==> src/rtl/shift_sequencer_if.sv <==
// Handshake and data bundle between ALU control (master) and the shift sequencer (slave).
// op_type encodes 00 srl, 01 sll, 10 sra, 11 illegal.
interface shift_sequencer_if #(
   parameter int WIDTH = 32,
   parameter int SHW   = 5
);
   logic             start;
   logic             abort;
   logic [WIDTH-1:0] a;
   logic [SHW-1:0]   shamt;
   logic [1:0]       op_type;
   logic             ready;
   logic             busy;
   logic             done;
   logic             err;
   logic [WIDTH-1:0] r;

   modport master (
      output start, abort, a, shamt, op_type,
      input  ready, busy, done, err, r
   );

   modport slave (
      input  start, abort, a, shamt, op_type,
      output ready, busy, done, err, r
   );
endinterface

==> src/rtl/shift_sequencer.sv <==
// Multi-cycle srl/sll/sra unit: shifts at most STEP bits per cycle until the amount is used up.
// Outputs decode from registered state only, so the pipeline can stall on busy without comb loops.
module shift_sequencer #(
   parameter int WIDTH = 32,
   parameter int SHW   = 5,
   parameter int STEP  = 1
) (
   input logic                clk,
   input logic                rst_n,
   shift_sequencer_if.slave   bus
);

   typedef enum logic [1:0] {S_IDLE, S_SHIFT, S_DONE} state_e;
   typedef enum logic [1:0] {OP_SRL = 2'b00, OP_SLL = 2'b01, OP_SRA = 2'b10, OP_ILL = 2'b11} op_e;

   state_e           state_q, state_d;
   logic [WIDTH-1:0] acc_q, acc_d;
   logic [SHW-1:0]   cnt_q, cnt_d;
   op_e              typ_q, typ_d;

   logic             accept;
   logic             last_step;
   logic [SHW-1:0]   step_k;

   assign accept    = ((state_q == S_IDLE) || (state_q == S_DONE)) && bus.start && !bus.abort;
   // k = min(STEP, cnt) keeps cnt from ever wrapping below zero.
   assign step_k    = (cnt_q < SHW'(STEP)) ? cnt_q : SHW'(STEP);
   assign last_step = (cnt_q <= SHW'(STEP));

   // NOTE: sequential state uses non-blocking assignments so every flop samples pre-edge values.
   always_ff @(posedge clk or negedge rst_n) begin
      if (!rst_n) begin
         state_q <= S_IDLE;
      end else begin
         state_q <= state_d;
      end
   end

   // NOTE: every always_comb output gets a default first, otherwise an unassigned path infers a latch.
   always_comb begin
      state_d = state_q;
      case (state_q)
         S_IDLE, S_DONE: begin
            if (accept) begin
               state_d = ((bus.shamt == '0) || (op_e'(bus.op_type) == OP_ILL)) ? S_DONE : S_SHIFT;
            end else begin
               state_d = S_IDLE;
            end
         end
         S_SHIFT: begin
            if (bus.abort) begin
               state_d = S_IDLE;
            end else if (last_step) begin
               state_d = S_DONE;
            end
         end
         default: state_d = S_IDLE;
      endcase
   end

   always_comb begin
      bus.ready = (state_q == S_IDLE) || (state_q == S_DONE);
      bus.busy  = (state_q == S_SHIFT);
      bus.done  = (state_q == S_DONE);
      bus.err   = (state_q == S_DONE) && (typ_q == OP_ILL);
      bus.r     = acc_q;
   end

   // Datapath: load on accept, otherwise one bounded step per SHIFT cycle; an aborted op freezes acc.
   always_comb begin
      acc_d = acc_q;
      cnt_d = cnt_q;
      typ_d = typ_q;
      if (accept) begin
         acc_d = bus.a;
         cnt_d = bus.shamt;
         typ_d = op_e'(bus.op_type);
      end else if ((state_q == S_SHIFT) && !bus.abort) begin
         cnt_d = cnt_q - step_k;
         case (typ_q)
            OP_SRL:  acc_d = acc_q >> step_k;
            OP_SLL:  acc_d = acc_q << step_k;
            OP_SRA:  acc_d = WIDTH'($signed(acc_q) >>> step_k);
            default: acc_d = acc_q;
         endcase
      end
   end

   // NOTE: the accumulator is reset because r must read zero after reset, not just be don't-care.
   always_ff @(posedge clk or negedge rst_n) begin
      if (!rst_n) begin
         acc_q <= '0;
         cnt_q <= '0;
         typ_q <= OP_SRL;
      end else begin
         acc_q <= acc_d;
         cnt_q <= cnt_d;
         typ_q <= typ_d;
      end
   end

endmodule
==> src/flat_wrapper.sv <==
// flat-port wrapper written by rule: the top's interface ports become plain ports
module shift_sequencer_flat 
#(
   parameter int WIDTH = 32,
   parameter int SHW   = 5,
   parameter int STEP  = 1
)
  (clk, rst_n, bus_start, bus_abort, bus_a, bus_shamt, bus_op_type, bus_ready, bus_busy, bus_done, bus_err, bus_r);
  shift_sequencer_if #(.WIDTH(WIDTH), .SHW(SHW)) bus_i ();
  input logic clk;
  input logic rst_n;
  input wire logic [$bits(bus_i.start)-1:0] bus_start;
  input wire logic [$bits(bus_i.abort)-1:0] bus_abort;
  input wire logic [$bits(bus_i.a)-1:0] bus_a;
  input wire logic [$bits(bus_i.shamt)-1:0] bus_shamt;
  input wire logic [$bits(bus_i.op_type)-1:0] bus_op_type;
  output wire logic [$bits(bus_i.ready)-1:0] bus_ready;
  output wire logic [$bits(bus_i.busy)-1:0] bus_busy;
  output wire logic [$bits(bus_i.done)-1:0] bus_done;
  output wire logic [$bits(bus_i.err)-1:0] bus_err;
  output wire logic [$bits(bus_i.r)-1:0] bus_r;
  assign bus_i.start = bus_start;
  assign bus_i.abort = bus_abort;
  assign bus_i.a = bus_a;
  assign bus_i.shamt = bus_shamt;
  assign bus_i.op_type = bus_op_type;
  assign bus_ready = bus_i.ready;
  assign bus_busy = bus_i.busy;
  assign bus_done = bus_i.done;
  assign bus_err = bus_i.err;
  assign bus_r = bus_i.r;
  shift_sequencer #(.WIDTH(WIDTH), .SHW(SHW), .STEP(STEP)) u_core (.clk(clk), .rst_n(rst_n), .bus(bus_i));
endmodule
==> config.mk <==
export PLATFORM = sky130hd
export DESIGN_NAME = shift_sequencer_flat
export DESIGN_NICKNAME = d
export VERILOG_FILES = /design/src/rtl/shift_sequencer_if.sv /design/src/rtl/shift_sequencer.sv /design/src/flat_wrapper.sv
export SDC_FILE = /design/constraint.sdc
export NUM_CORES = 1
export LEC_CHECK = 0
export BUFFER_PORTS_ARGS = -buffer_cell sky130_fd_sc_hd__buf_4
export CORE_MARGIN = 3
export CORE_UTILIZATION = 51
export CTS_CLUSTER_DIAMETER = 80
export DETAILED_ROUTE_END_ITERATION = 10
export GPL_TIMING_DRIVEN = 0
export PLACE_DENSITY = 0.9
export SYNTH_ARGS = -nofsm -noshare
export SYNTH_HDL_FRONTEND = slang
export SYNTH_SLANG_ARGS = --single-unit
==> constraint.sdc <==
create_clock -name clk -period 2.3 [get_ports clk]
set_clock_uncertainty 0.15 [all_clocks]
set_input_delay 0.23 -clock clk [delete_from_list [all_inputs] [get_ports clk]]
set_output_delay 0.23 -clock clk [all_outputs]
set_load 0.02 [all_outputs]
==> summary.md, run 1 <==
| Metric | Value |
|---|---|
| Overall global routing resource usage | about a quarter |
| Asr flop ratio synth | 100% |
| Die Span Y | roughly 75 um |
| Grt ovf | 0 |
| Synthesized area | 2450 sq um |
| Max Clock Freq | 0.460 GHz |
| Pwr/cell area | around 1200 nW/um^2 |
| Hold Vio Cnt, Final | 0 |
| Register area | between 1000 and 1500 sq um |
| Core area | approximately 4500 sq um |
| Ports | 79 |
| Total power | around 0.0038 W |
| Measured slew at the worst slew-check pin | ~0.54 ns |
| WL/cell | 18.3 um |
| GPL Wtd Cong | 0.865 |
| Multi-input gate area | 1280 sq um |
| Die width | about 75 um |
| Period utilization | between 90 and 100% |
| Placed cells | 386 |
| Post-synth top flop | dfrtp_1 |
| Vias in the first global route | between 2000 and 3000 |
| Slowest stage cell, crit path | dfrtp_1 |
| Clock-pin slew of the registers on the worst-case setup and hold paths | roughly 0.08 ns |
| Crit path from | u_core.typ_q[1] |
| FF+latch count, synth | slightly above 40 |
| Clock Sinks | just over 40 |
| Bufs on Longest Clock Path | 2 |
| Layout cell share with drive strength beyond 1 | 32.8% |
| Setup violators final | 0 |
| Synth top area share | approximately two fifths |
| Syn_nets | 304 |
| Initial antenna violation count | 0 |
| CP max FO | 6 |
| Initial Utilization | a little over half |
| Max cap viols | 0 |
| Setup crit end kind | flip-flop |
| Largest net degree at the start of global routing | 42 |
| Pins over their slew limit | 0 |
| Mean Syn Cell Area | around 9.6 sq um |
| Critical path class | reg -> reg |
| Worst path bufs/invs | 4 |
| Source of the worst register-to-register timing path | u_core.typ_q[1] |
| RSZ-0062 raised after global routing | false |
| Total CTS buffers | 5 |
| Critical Path RT | 2.33 ns |
| Most frequent CP cell | buf_4 |
| CP peak stage delay | 0.39 ns |
| Seq/Total Area, Yosys | around two fifths |
| First-pass GRT wire length | 11600 um |
| Fin nets | between 300 and 400 |
| Vias | roughly 2600 |
| Number of buffers added on ports | between 70 and 80 |
| Initial drt markers | roughly 340 |
| HP Class | in -> reg |
| Area Growth Syn to Fin | 33.8% |
| Status | finished, final reports clean |
| Min Tclk post-route | 2.18 ns |
| Synth warnings | 0 |
| CP delay by family, top | compound AO/OA/AOI/OAI gates |
| Max-slew headroom | between 60% and 70% |
| Drt total wl | ~7300 um |
| Cell Area, Placed | 3100 sq um |
| Synth area leader | dfrtp_1 |
| # diodes | 0 |
| DP Worst Slack | -0.0642 ns |
| First-pass detailed-route iteration total | 5 |
| Worst setup SP type | flip-flop |
| Remaining DRCs | 0 |
| Post-DRT Antenna Nets | 0 |
| Die area | between 5000 and 6000 sq um |
| Worst vdd ir | 0.561 mV |
| Top-count cell post-synth | dfrtp_1 |
| Post-synth EDFFs | 0 |
| Setup slack after layout | about 0.12 ns |
| Dpl hpwl | between 5000 and 6000 um |
| Fill count | roughly 340 |
| Top cells by count, synth | dfrtp_1, a221o_1, nor2_1 |
| Site Rows | 24 |
| Via density | 6.67 |
| Fin area | roughly 3300 sq um |
| CTS tree | done |
| Leakage | between 1 and 1.5 nW |
| Finished Core Util | 72.8% |
| Final non-filler cell total | between 300 and 400 |
| Root buffer cell | clkbuf_8 |
| Critical Path AT | 2.20 ns |
| CP Cell Sequence | inv_2 -> ha_4 -> nand2b_1 -> clkbuf_1 -> o211ai_1 -> buf_4 -> buf_4 -> a31oi_1 -> a221o_1 |
| Top post-synthesis cells by area | dfrtp_1, a221o_1, a22oi_1 |
| CTS H-Tree Depth | 2 |
| Mapped Cells | 256 |
| Hold wc startpoint | bus_a[7] |
| Clock Latency Late Sink | approximately 0.3 ns |
| Netlist cell types | 36 |
## cell usage in the layout (no fill, tap or decap), types with 2 or more instances in the layout
| master | count |
|---|---|
| a221o_1 | 34 |
| a22oi_1 | 33 |
| a31oi_1 | 30 |
| and2_1 | 3 |
| buf_1 | 2 |
| buf_2 | 4 |
| buf_4 | 84 |
| buf_6 | 4 |
| clkbuf_1 | 10 |
| clkbuf_2 | 4 |
| clkbuf_8 | 6 |
| dfrtp_1 | 41 |
| ha_1 | 3 |
| inv_1 | 4 |
| inv_2 | 2 |
| nand2_1 | 7 |
| nor2_1 | 34 |
| nor3_1 | 3 |
| nor4_1 | 3 |
| o211ai_1 | 2 |
| o21ai_0 | 7 |
| o21ai_1 | 3 |
| or2_2 | 2 |
## routing by layer
layer	global-route usage (%)	up-vias	wire [um]
met4	8.35	0	124
met3	5.41	15	683
met2	42.2	169	3440
li1	-	1191	-
met5	0	-	0
met1	35.9	1273	3010
## logic make-up (layout without fill, tap and decap cells)
family | count (synthesis) | in the layout | share of synthesized area, %
AND/OR/NAND/NOR | 62 | 62 | 12.6
adder cells (fa/ha/maj) | 5 | 5 | 2.55
multiplexers | 1 | 1 | 0.409
AO/OA/AOI/OAI | 114 | 114 | 36.1
flip-flops | 41 | 41 | 41.9
buffers and inverters | 33 | 122 | 6.49
## final cells by class
cell class	instances	share of cell area (%)
Buffer	25	4.31
Clock buffer	7	2.63
Clock inverter	1	0.916
Timing Repair Buffer	83	19.1
Sequential cell	41	31.3
Inverter	6	0.687
Multi-Input combinational cell	182	39.1
Tap cell	52	1.99
## where the power goes
part	internal (W)	total [W]	switching [W]	leakage, nW
registers	0.000977	0.00132	0.000340	0.511
logic	0.000860	0.00186	0.00100	0.873
clock network	0.000354	0.000601	0.000247	0.0585
## through the flow
stage	hold WS [ns]	setup TNS, ns
after floorplan	-0.216	0
after global placement	0.0928	-0.133
after detailed placement	0.0952	-1.20
after CTS	0.00640	0
after global routing	0.00285	0
final	0.00774	0
## path summary, 6_finish.rpt
| kind | to | slack [ns] | depth (start not counted) |
|---|---|---|---|
| max | u_core.bus.r[28] | 0.12 | 9 |
| min | u_core.bus.r[7] | 0.008 | 2 |
| max reg2reg | u_core.bus.r[28] | 0.12 | 9 |
| min reg2reg | u_core.bus.r[10] | 0.43 | 1 |
| max in group asynchronous | u_core.bus.r[10] | 1.33 | 2 |
| min in group asynchronous | u_core.bus.r[3] | 0.31 | 2 |
## flip-flops by register name, indices dropped and copies added, names as in the netlist
name / count
u_core.cnt_q: 5
u_core.bus.r: 32
u_core.state_q: 2
u_core.typ_q: 2
## timing repair
| item | CTS | global route |
|---|---|---|
| gates cloned | 1 | 0 |
| hold buffers | 1 | 0 |
| pin swaps | 1 | 1 |
| hold endpoints to repair | 41 | 0 |
| gates resized for setup | 4 | 13 |
| setup buffers | 3 | 0 |
| endpoints found under the setup margin | 30 | 30 |
Note: power is estimated with default switching activity, not from simulation.
==> run 2, diff against run 1 <==
--- a/config.mk
+++ b/config.mk
@@ -7,11 +7,12 @@
 export LEC_CHECK = 0
 export BUFFER_PORTS_ARGS = -buffer_cell sky130_fd_sc_hd__buf_4
 export CORE_MARGIN = 3
-export CORE_UTILIZATION = 51
+export CORE_UTILIZATION = 53
+export CTS_BUF_LIST = sky130_fd_sc_hd__clkbuf_4 sky130_fd_sc_hd__clkbuf_8
 export CTS_CLUSTER_DIAMETER = 80
 export DETAILED_ROUTE_END_ITERATION = 10
 export GPL_TIMING_DRIVEN = 0
-export PLACE_DENSITY = 0.9
+export PLACE_DENSITY = 0.93
 export SYNTH_ARGS = -nofsm -noshare
 export SYNTH_HDL_FRONTEND = slang
 export SYNTH_SLANG_ARGS = --single-unit
==> constraint.sdc (replaced) <==
create_clock -name clk -period 2.5 [get_ports clk]
set_clock_uncertainty 0.15 [all_clocks]
set_input_delay 0.25 -clock clk [delete_from_list [all_inputs] [get_ports clk]]
set_output_delay 0.25 -clock clk [all_outputs]
set_load 0.02 [all_outputs]
==> run 2 against run 1 <==
Die area shrank 3.5%. Non-clock buffer count shrank 2. Register-to-register slack lost 0.02 ns. Wire length shrank 3.4%. Core utilization grew 0.096 points. Sequential cell count is the same. Sequential power shrank 8%. Via count shrank 1.5%. Worst hold slack gained 0.0077 ns. Global-route usage shrank 0.099 points. Combinational power shrank 11%. Highest routed layer unchanged.
==> summary.md, run 2 (synthesized netlist as in run 1, its figures left out) <==
| Metric | Value |
|---|---|
| CP max FO | 10 (+4) |
| Vias | 2609 (-1.5%) |
| Pins over their slew limit | 0 (unchanged) |
| Global route hottest layer | met2 |
| Worst Hold End | u_core.bus.r[24] |
| Max Clock Freq | 0.417 GHz (-9.2%) |
| CTS tree | done |
| Root buffer cell | clkbuf_8 |
| RSZ-0062 raised after global routing | true |
| Die width | 74.0 um (-1.8%) |
| Worst reg2reg endpoint | u_core.bus.r[10] |
| Most common cell after layout, fill and taps aside | buf_4 |
| Period utilization | 95.8% (+1.3 points) |
| Initial Utilization | 55.5% (+1.1 points) |
| Status | finished, final reports clean |
| HP Class | in -> reg |
| Hold WS | 0.0154 ns (+0.00769 ns) |
| Largest net degree at the start of global routing | 42 (unchanged) |
| Clock Sinks | 41 (unchanged) |
| Worst setup SP type | flip-flop |
| Die Span Y | 74.0 um (-1.8%) |
| Crit path from | u_core.typ_q[0] |
| Hold wc startpoint | bus_a[24] |
| # diodes | 0 (unchanged) |
| Clock Latency Late Sink | 0.31 ns (about the same) |
| Number of buffers added on ports | 78 (unchanged) |
| Grt ovf | 0 (unchanged) |
| Max-slew headroom | 65.2% (+1.3 points) |
| Worst hold stages | 2 (unchanged) |
| Met2 Use GR | 42.8% (+0.63 points) |
| Worst R2R Setup Slack | 0.10 ns (-0.02 ns) |
| Initial drt markers | 410 (+22%) |
| GPL Wtd Cong | 0.913 (+5.6%) |
| Setup violators final | 0 (unchanged) |
| Initial antenna violation count | 0 (unchanged) |
| Min Tclk post-route | 2.40 ns (+0.221 ns) |
| Source of the worst register-to-register timing path | u_core.typ_q[0] |
| Register area | 1030 sq um (unchanged) |
| Vias in the first global route | 2398 (-4.1%) |
| Fin nets | 390 (-0.51%) |
| Postcts setup bufs | 0 (-3) |
| Leakage | 1.41 nW (-2.1%) |
| Drt total wl | 7010 um (-3.4%) |
| Worst vdd ir | 0.611 mV (+9.0%) |
| Grt met1 use | 35.1% (-0.76 points) |
| Clock-pin slew of the registers on the worst-case setup and hold paths | 0.09 ns (about the same) |
| Site Rows | 24 (unchanged) |
| Reg2reg path depth | 8 (-1) |
| Via density | 6.62 (-0.72%) |
| Bufs on Longest Clock Path | 2 (unchanged) |
| Most frequent cells in the layout | buf_4, dfrtp_1, nor2_1, a221o_1, a22oi_1 |
| Die area | 5470 sq um (-3.5%) |
| Critical Path AT | 2.44 ns (+0.24 ns) |
| Layout cell share with drive strength beyond 1 | 30.1% (-2.6 points) |
| Total power | 0.00340 W (-10%) |
| Met3 Track Usage GR | 4.05% (-1.4 points) |
| Hold Vio Cnt, Final | 0 (unchanged) |
| Remaining DRCs | 0 (unchanged) |
| WL/cell | 17.8 um (-2.6%) |
| First-pass GRT wire length | 11100 um (-4.4%) |
| Measured slew at the worst slew-check pin | 0.523 ns (-0.0202 ns) |
| Critical path class | reg -> reg |
| Dpl hpwl | 4910 um (-3.7%) |
| Setup crit end kind | flip-flop |
| Critical Path RT | 2.54 ns (+0.21 ns) |
| Multi-input gate area | 1260 sq um (-1.2%) |
| Core area | 4410 sq um (-2.0%) |
| Max reg flops | 32 (unchanged) |
| Ports | 79 (unchanged) |
| Overall global routing resource usage | 26.2% (-0.099 points) |
| Total CTS buffers | 5 (unchanged) |
| Max cap viols | 0 (unchanged) |
| Area Growth Syn to Fin | 31.3% |
| Pwr/cell area | 1060 nW/um^2 (-8.3%) |
| First-pass detailed-route iteration total | 5 (unchanged) |
| CTS H-Tree Depth | 2 (unchanged) |
| Fill count | 324 (-3.9%) |
| Post-DRT Antenna Nets | 0 (unchanged) |
==> run 2: cell count changes in the layout (fill, tap and decap cells not counted), moves of 2 or more <==
| cell | delta |
|---|---|
| buf_1 | +3 |
| buf_4 | -5 |
| buf_2 | +3 |
| ha_1 | +2 |
| clkbuf_2 | -3 |
| inv_2 | -2 |
| inv_1 | +2 |
==> run 2: how the worst max path moves through the flow <==
stage	to	cells past startpoint
2_1_floorplan	u_core.bus.r[14]	8
3_3_place_gp	u_core.bus.r[14]	8
3_5_place_dp	u_core.bus.r[19]	8
4_1_cts	u_core.bus.r[19]	8
5_1_grt	u_core.bus.r[1]	8
6_report	u_core.bus.r[10]	8
==> run 2: timing repair <==
action	in CTS	in global routing
hold buffers	1	0
hold endpoints to repair	41	0
gates resized for setup	0	4
setup endpoints to repair	0	10
==> run 2: area by class of cell <==
type,instances,share of cell area (%)
Buffer,27,4.28
Clock buffer,5,2.14
Inverter,6,0.700
Timing Repair Buffer,79,18.5
Sequential cell,41,31.9
Multi-Input combinational cell,182,39.3
Clock inverter,2,1.09
Tap cell,52,2.02
==> run 2: critical path, cell delays in order, from the launching register on <==
cell      delay [ns]
dfrtp_1         0.38
inv_1           0.09
ha_1            0.33
and2_1          0.17
clkbuf_1        0.13
o211ai_1        0.30
buf_2           0.29
a31oi_1         0.13
a221o_1         0.32
==> run 2: report_power, final <==
group	switching [W]	internal (W)
combinational	0.000908	0.000754
clock	0.000243	0.000290
sequential	0.000308	0.000899
==> run 2: layer usage <==
metal	share of wire, %	wire (um)	up-vias
met5	0	0	-
met4	1.6	110	0
met3	8.9	624	14
met1	42	2970	1259
met2	47	3300	146
li1	-	-	1190
==> run 2: stage by stage <==
stage / setup WS (ns) / TNS [ns] / area, sq um / util [%] / std cells
floorplan: 0.426 / 0 / 2450 / - / 256
global placement: 0.206 / 0 / 3100 / 70.2 / 386
detailed placement: 0.143 / 0 / 3100 / 70.2 / 386
CTS: 0.129 / 0 / 3210 / 72.8 / 394
global route: -0.00644 / -0.00849 / 3220 / 72.8 / 394
finish: 0.104 / 0 / 3220 / 72.8 / 394
